$ cat config.mk
export PLATFORM = sky130hd
export DESIGN_NAME = div_stall_unit_flat
export DESIGN_NICKNAME = d
export VERILOG_FILES = /design/src/rtl/div_stall_unit_if.sv /design/src/rtl/div_stall_unit.sv /design/src/flat_wrapper.sv
export SDC_FILE = /design/constraint.sdc
export NUM_CORES = 1
export LEC_CHECK = 0
export CAP_MARGIN = 10
export CORE_MARGIN = 2
export CORE_UTILIZATION = 45
export DETAILED_ROUTE_END_ITERATION = 12
export DONT_BUFFER_PORTS = 1
export PLACE_DENSITY = 0.57
export SYNTH_ARGS = -nofsm -noshare
export SYNTH_HDL_FRONTEND = slang
export SYNTH_SLANG_ARGS = --single-unit
export TNS_END_PERCENT = 1
$ cat constraint.sdc
create_clock -name clk -period 6.6 [get_ports clk]
set_input_delay 0.66 -clock clk [delete_from_list [all_inputs] [get_ports clk]]
set_output_delay 0.66 -clock clk [all_outputs]
set_load 0.01 [all_outputs]
$ cat src/rtl/div_stall_unit_if.sv
// Handshake bundle between the EX stage (master) and the multi-cycle divider (slave).
// stallReq feeds the pipeline controller's exStallReq input.
interface div_stall_unit_if #(
  parameter int unsigned XLEN = 32
);
  logic            enable;
  logic [1:0]      command;
  logic [XLEN-1:0] srcA;
  logic [XLEN-1:0] srcB;
  logic            flush;
  logic            stallReq;
  logic            done;
  logic [XLEN-1:0] result;

  modport master (
    output enable, command, srcA, srcB, flush,
    input  stallReq, done, result
  );

  modport slave (
    input  enable, command, srcA, srcB, flush,
    output stallReq, done, result
  );
endinterface

$ cat src/rtl/div_stall_unit.sv
// Iterative radix-2 restoring divider for DIV/DIVU/REM/REMU that stalls EX while busy.
// Divide-by-zero and signed overflow bypass the iteration and finish after one stall cycle.
module div_stall_unit #(
  parameter int unsigned XLEN = 32
) (
  input logic              clk,
  input logic              rst,
  div_stall_unit_if.slave  bus_io
);

  localparam int unsigned CntW = $clog2(XLEN) + 1;
  localparam logic [XLEN-1:0] MinNeg = {1'b1, {(XLEN-1){1'b0}}};

  typedef enum logic [1:0] {StIdle, StBusy, StDone} state_e;

  state_e          state_q, state_d;
  logic [CntW-1:0] cnt_q, cnt_d;
  logic [XLEN-1:0] quo_q, quo_d;
  logic [XLEN:0]   rem_q, rem_d;
  logic [XLEN:0]   dvs_q, dvs_d;
  logic            is_rem_q, is_rem_d;
  logic            q_neg_q, q_neg_d;
  logic            r_neg_q, r_neg_d;

  logic          is_signed, a_neg, b_neg, div_zero, overflow, start;
  logic [XLEN:0] a_ext, b_ext, a_abs, b_abs;
  logic [XLEN:0] shifted, diff;
  logic [XLEN:0] quo_fix, rem_fix, res_wide;
  logic          unused_bits;

  always_comb begin
    is_signed = ~bus_io.command[0];
    a_ext     = {is_signed & bus_io.srcA[XLEN-1], bus_io.srcA};
    b_ext     = {is_signed & bus_io.srcB[XLEN-1], bus_io.srcB};
    a_neg     = a_ext[XLEN];
    b_neg     = b_ext[XLEN];
    a_abs     = a_neg ? -a_ext : a_ext;
    b_abs     = b_neg ? -b_ext : b_ext;
    div_zero  = (bus_io.srcB == '0);
    overflow  = is_signed && (bus_io.srcA == MinNeg) && (bus_io.srcB == '1);
    start     = (state_q == StIdle) && bus_io.enable && !bus_io.flush;
    // One restoring step: shift in the next dividend bit, subtract if it fits.
    shifted   = {rem_q[XLEN-1:0], quo_q[XLEN-1]};
    diff      = shifted - dvs_q;
  end

  always_comb begin
    state_d  = state_q;
    cnt_d    = cnt_q;
    quo_d    = quo_q;
    rem_d    = rem_q;
    dvs_d    = dvs_q;
    is_rem_d = is_rem_q;
    q_neg_d  = q_neg_q;
    r_neg_d  = r_neg_q;

    unique case (state_q)
      StIdle: begin
        if (start) begin
          is_rem_d = bus_io.command[1];
          cnt_d    = '0;
          if (div_zero) begin
            quo_d   = '1;
            rem_d   = {1'b0, bus_io.srcA};
            dvs_d   = '0;
            q_neg_d = 1'b0;
            r_neg_d = 1'b0;
            state_d = StDone;
          end else if (overflow) begin
            quo_d   = MinNeg;
            rem_d   = '0;
            dvs_d   = '0;
            q_neg_d = 1'b0;
            r_neg_d = 1'b0;
            state_d = StDone;
          end else begin
            quo_d   = a_abs[XLEN-1:0];
            rem_d   = '0;
            dvs_d   = b_abs;
            q_neg_d = a_neg ^ b_neg;
            r_neg_d = a_neg;
            state_d = StBusy;
          end
        end
      end
      StBusy: begin
        if (diff[XLEN]) begin
          rem_d = shifted;
          quo_d = {quo_q[XLEN-2:0], 1'b0};
        end else begin
          rem_d = diff;
          quo_d = {quo_q[XLEN-2:0], 1'b1};
        end
        cnt_d = cnt_q + 1'b1;
        if (cnt_q == CntW'(XLEN - 1)) begin
          state_d = StDone;
        end
      end
      StDone:  state_d = StIdle;
      default: state_d = StIdle;
    endcase

    if (bus_io.flush) begin
      state_d = StIdle;
    end
  end

  always_ff @(posedge clk or negedge rst) begin
    if (!rst) begin
      state_q  <= StIdle;
      cnt_q    <= '0;
      quo_q    <= '0;
      rem_q    <= '0;
      dvs_q    <= '0;
      is_rem_q <= 1'b0;
      q_neg_q  <= 1'b0;
      r_neg_q  <= 1'b0;
    end else begin
      state_q  <= state_d;
      cnt_q    <= cnt_d;
      quo_q    <= quo_d;
      rem_q    <= rem_d;
      dvs_q    <= dvs_d;
      is_rem_q <= is_rem_d;
      q_neg_q  <= q_neg_d;
      r_neg_q  <= r_neg_d;
    end
  end

  always_comb begin
    quo_fix  = q_neg_q ? -{1'b0, quo_q} : {1'b0, quo_q};
    rem_fix  = r_neg_q ? -rem_q : rem_q;
    res_wide = is_rem_q ? rem_fix : quo_fix;
    // rst gates stallReq so a held enable cannot raise it while in reset.
    bus_io.stallReq = rst && !bus_io.flush &&
                      ((state_q == StBusy) || ((state_q == StIdle) && bus_io.enable));
    bus_io.done     = (state_q == StDone) && !bus_io.flush;
    bus_io.result   = bus_io.done ? res_wide[XLEN-1:0] : '0;
    unused_bits     = ^{res_wide[XLEN], a_abs[XLEN]};
  end

endmodule

$ cat src/flat_wrapper.sv
// flat-port wrapper written by rule: the top's interface ports become plain ports
module div_stall_unit_flat 
#(
  parameter int unsigned XLEN = 32
)
  (clk, rst, bus_io_enable, bus_io_command, bus_io_srcA, bus_io_srcB, bus_io_flush, bus_io_stallReq, bus_io_done, bus_io_result);
  div_stall_unit_if #(.XLEN(XLEN)) bus_io_i ();
  input logic clk;
  input logic rst;
  input wire logic [$bits(bus_io_i.enable)-1:0] bus_io_enable;
  input wire logic [$bits(bus_io_i.command)-1:0] bus_io_command;
  input wire logic [$bits(bus_io_i.srcA)-1:0] bus_io_srcA;
  input wire logic [$bits(bus_io_i.srcB)-1:0] bus_io_srcB;
  input wire logic [$bits(bus_io_i.flush)-1:0] bus_io_flush;
  output wire logic [$bits(bus_io_i.stallReq)-1:0] bus_io_stallReq;
  output wire logic [$bits(bus_io_i.done)-1:0] bus_io_done;
  output wire logic [$bits(bus_io_i.result)-1:0] bus_io_result;
  assign bus_io_i.enable = bus_io_enable;
  assign bus_io_i.command = bus_io_command;
  assign bus_io_i.srcA = bus_io_srcA;
  assign bus_io_i.srcB = bus_io_srcB;
  assign bus_io_i.flush = bus_io_flush;
  assign bus_io_stallReq = bus_io_i.stallReq;
  assign bus_io_done = bus_io_i.done;
  assign bus_io_result = bus_io_i.result;
  div_stall_unit #(.XLEN(XLEN)) u_core (.clk(clk), .rst(rst), .bus_io(bus_io_i));
endmodule
* After elaboration in Yosys (flattened, before gate mapping)
Cells that the tools add are included.
Storage, ports and cells: register bits 108, output and inout port bits 34
Cells by class: add/subtract/negate cells 6, eq/ne operators 8, multiplexer cells 29, bitwise logic cells 4, reductions and logical operators 15
Operators with widths (count):
- two-way mux 32 bit | 11
- case mux 32 bit (2 select lines) | 2
- two-way mux 33 bit | 3
- negation 32 bit | 3
- equality test 32 bit (second input constant) | 2
- negation 33 bit | 1
- subtractor 33 bit | 1
- zero test 32 bit | 1
- case mux 6 bit (2 select lines) | 1
- two-way mux 2 bit | 5
- logical AND 1 bit | 7
- adder 6 x 1 -> 6 bit (second input constant) | 1
- equality test 6 x 5 -> 1 bit (second input constant) | 1
- two-way mux 6 bit | 1
- != test 3 x 2 -> 1 bit (second input constant) | 2
- AND reduction 2 bit | 3
- two-way mux 1 bit | 5
- case mux 2 bit (2 select lines) | 1
- bitwise AND 1 bit | 2
- equality test 2 x 1 -> 1 bit (second input constant) | 1
- equality test 2 bit (second input constant) | 1
- zero test 2 bit | 1
- != test 2 x 1 -> 1 bit (second input constant) | 1
- nonzero test 2 bit | 1
- other kinds (4) | 4

* Logic depth before layout (Yosys ltp)
depth after elaboration 8, depth in mapped cells 13, gate-level depth less buffers 12

* Worst setup path after synthesis
Ideal clock, no wire load.
path type register to output, from register u_core.rem_q[6], to output bus_io_result[28], arrival 2.904 ns, data required time 5.940 ns, setup slack 3.036 ns, stages on the path, launching flop included 11, buffers on the path 1, path through dfrtp_1 clkbuf_1 nor4_1 nand3_1 or3_1 or4_1 or2_1 nand2b_1 o21ai_0 xor2_1 a211oi_1
On the way: cells in the longest elaborated chain, start to end 4
Ends and longest elaborated chain:
- start, declared | line div_stall_unit.sv:19 | logic [XLEN:0] rem_q, rem_d;
- start signal, assigned | line div_stall_unit.sv:122 | rem_q <= rem_d;
- negation 32 bit | line div_stall_unit.sv:132 | rem_fix = r_neg_q ? -rem_q : rem_q;
- two-way mux 32 bit | line div_stall_unit.sv:132
- two-way mux 32 bit | line div_stall_unit.sv:133 | res_wide = is_rem_q ? rem_fix : quo_fix;
- two-way mux 32 bit | line div_stall_unit.sv:138 | bus_io.result = bus_io.done ? res_wide[XLEN-1:0] : '0;
- end, declared | line flat_wrapper.sv:17 | output wire logic [$bits(bus_io_i.result)-1:0] bus_io_result;
Every way passes these cells.

* Final worst setup path
from register u_core.quo_q[4], to output bus_io_result[31]
On the way: cells in the longest elaborated chain, start to end 4
Ends and longest elaborated chain:
- start, declared | line div_stall_unit.sv:18 | logic [XLEN-1:0] quo_q, quo_d;
- start signal, assigned | line div_stall_unit.sv:121 | quo_q <= quo_d;
- negation 32 bit | line div_stall_unit.sv:131 | quo_fix = q_neg_q ? -{1'b0, quo_q} : {1'b0, quo_q};
- two-way mux 32 bit | line div_stall_unit.sv:131
- two-way mux 32 bit | line div_stall_unit.sv:133
- two-way mux 32 bit | line div_stall_unit.sv:138
Every way passes these cells.

==> impl_metrics.json <==
{
  "outcome": "completed",
  "start_util_pct": 46.2,
  "synth_top_area_share_pct": 27.6,
  "arrival_ns": 4.26,
  "syn_nets": 1366,
  "finalCritPeriodShare_pct": 74.5,
  "grt_max_degree": 104,
  "r2r_slack_ns": 2.34,
  "clkTransAtPathRegs_ns": 0.08,
  "synth_area_um2": 9790,
  "first_iter_violations": 682,
  "drt.antenna.violating_nets": 0,
  "r2r_start": "u_core.quo_q[31]",
  "r2r_cells": 13,
  "htreeDepth": 3,
  "end_kind": "output port",
  "clockBufferDepth": 2,
  "power_mw": 4.34,
  "cts-root-buf": "clkbuf_16",
  "wl_um": 31200,
  "hold_violations": 0,
  "grt.total_usage_pct": 27.9,
  "cp_max_fo": 6,
  "crit_path_start_kind": "register",
  "rows": 53,
  "skew_ns": 0.00880,
  "ys_ff_latch": 108,
  "num_vias": 9199,
  "mostFrequentLayoutCells": "122 x nand2_1, 109 x a21oi_1, 107 x dfrtp_1, 96 x nor2_1, 95 x o21ai_0",
  "clk_latency_ns": 0.36,
  "cts_buffers": 9,
  "die_h_um": 152,
  "crit_chain": "or4_1 > nor4_1 > nand3_1 > or3_1 > or2_2 > o31ai_1 > xnor2_1 > nor2_1 > a211oi_1",
  "synth_area_leaders": "dfrtp_1 28%, xnor2_1 7.0%, xor2_1 6.2%",
  "synth.yosys.seq_area_share_pct": 27.6,
  "irDropWorstVdd_mv": 0.324,
  "cts_tree": "built",
  "dieArea_um2": 23000,
  "synth_edf_count": 0,
  "yosysTopAreaCell": "dfrtp_1",
  "grt_antenna_before_repair": 0,
  "antenna_cells": 0,
  "wl_per_cell_um": 21.0,
  "critPathMaxStageDelay_ns": 0.56,
  "first_pass_iters": 5,
  "avgSynthCellArea_um2": 7.79,
  "cp_slowest_cell": "or4_1",
  "final_common_cell": "nand2_1",
  "grt_pass1_vias": 8821,
  "drc": 0,
  "worstPathRequired_ns": 5.94,
  "finalSetupViolCount": 0,
  "critical_path_class": "register to output port",
  "power_density_nw_per_um2": 421,
  "fin_crit_ns": 4.92,
  "p_leak_nw": 4.10,
  "cp.buffers_inverters": 0,
  "hp-class": "input pin to async pin",
  "finalMaxSlewViolations": 0,
  "core_area_um2": 21200,
  "io_buffers": 0,
  "tightest_slew_ns": 1.08,
  "ios": 104,
  "rr_endpoint": "u_core.rem_q[11]",
  "nets": 1318,
  "vias_per_cell": 6.18,
  "ys_types": 67,
  "gp_congestion": 0.847,
  "die_w_um": 152,
  "setup_tns_ns": 0,
  "fmax_mhz": 203,
  "relSlewSlack_pct": 27.3,
  "grt_overflow": 0,
  "clock_sinks": 108,
  "grt_first_pass_wirelength_um": 49500,
  "synthFlopType": "dfrtp_1",
  "area_growth_pct": 5.22,
  "ys_async_sr_fraction_pct": 100,
  "grt_setup_unrepaired": "no",
  "crit_family": "simple AND/OR/NAND/NOR gates",
  "maxCapViolCount": 0,
  "synthesis.instances": 1257,
  "final_layout_size_suffix_gt1_share_pct": 3.95,
  "place_hpwl_um": 22900,
  "yosys_warnings": 0
}
[power breakdown]
part	switching (mW)	internal (mW)
Clock	0.276	0.297
Combinational	1.39	1.07
Sequential	0.418	0.883
[kinds of logic after synthesis]
group / count (synthesis) / share of synthesized area, %
buffers and inverters: 127 / 5.02
AND/OR/NAND/NOR: 409 / 20.6
XOR/XNOR: 147 / 13.1
adder cells (fa/ha/maj): 39 / 5.06
AO/OA/AOI/OAI: 405 / 26.4
multiplexers: 22 / 2.26
flip-flops: 108 / 27.6
[sequential cells by signal, summed over array words and instances, names as in the netlist]
name,flops
u_core.cnt_q,6
u_core.dvs_q,33
u_core.is_rem_q,1
u_core.q_neg_q,1
u_core.quo_q,32
u_core.r_neg_q,1
u_core.rem_q,32
u_core.state_q,2
[area by class of cell]
type / instances / area (um^2)
clock buffer: 9 / 225
clock inverter: 7 / 76.3
fill: 2170 / 10900
inverter: 55 / 206
multi-input combinational: 1022 / 6630
sequential: 108 / 2700
tap: 275 / 344
timing repair buffer: 13 / 120
[metal layers]
| metal | track usage [%] | wire length [um] |
|---|---|---|
| met2 | 46.1 | 14800 |
| met4 | 8.52 | 839 |
| met5 | 0 | 0 |
| met3 | 4.58 | 1700 |
| met1 | 37.7 | 13800 |
[synth_stat cells, types with 15 or more instances]
| cell type | n |
|---|---|
| clkbuf_1 | 64 |
| nor2_1 | 96 |
| o31ai_1 | 40 |
| xnor2_1 | 78 |
| o41ai_1 | 15 |
| nand2_1 | 123 |
| a211oi_1 | 58 |
| a21oi_1 | 109 |
| dfrtp_1 | 108 |
| and3_1 | 24 |
| ha_1 | 38 |
| nor3_1 | 33 |
| inv_1 | 55 |
| nand3_1 | 27 |
| mux2i_1 | 21 |
| o21ai_0 | 95 |
| xor2_1 | 69 |
| nand2b_1 | 17 |
[stage by stage]
step / instance area, um^2 / setup WS (ns) / std cells / utilization, % / hold slack [ns]
after floorplan: 9790 / 3.04 / 1257 / - / 0.364
after global placement: 9970 / 2.16 / 1471 / 47.0 / 0.371
after detailed placement: 9970 / 2.23 / 1471 / 47.0 / 0.372
after CTS: 10300 / 1.82 / 1489 / 48.6 / 0.259
after global routing: 10300 / 1.53 / 1489 / 48.6 / 0.265
final: 10300 / 1.68 / 1489 / 48.6 / 0.231
[worst register-to-register path, cell delays in order (launching register included)]
cell and delay (ns):
dfrtp_1 0.43, inv_1 0.06, ha_1 0.20, fa_1 0.39, nand2b_1 0.18, a21oi_1 0.24, o21ai_1 0.14, a211oi_1 0.43
o21ai_0 0.28, a32o_1 0.33, nor3_2 0.53, buf_4 0.51, mux2i_1 0.28, a21oi_1 0.09
[timing repair]
action,4_1_cts,5_1_grt
setup endpoints to repair,0,0
endpoints found under the hold margin,103,0
hold buffers,2,0
buffers inserted,0,0
resized for setup,0,0
[worst max path at each step]
stage	startpoint	endpoint	slack, ns	cells past startpoint
6_report	u_core.quo_q[4]	bus_io_result[31]	1.68	9
5_1_grt	u_core.quo_q[4]	bus_io_result[31]	1.53	9
4_1_cts	u_core.quo_q[4]	bus_io_result[31]	1.82	9
3_5_place_dp	u_core.quo_q[4]	bus_io_result[31]	2.23	9
3_3_place_gp	u_core.quo_q[4]	bus_io_result[31]	2.16	9
2_1_floorplan	u_core.rem_q[6]	bus_io_result[28]	3.04	10
No activity file was read; power rests on OpenSTA's default activity.
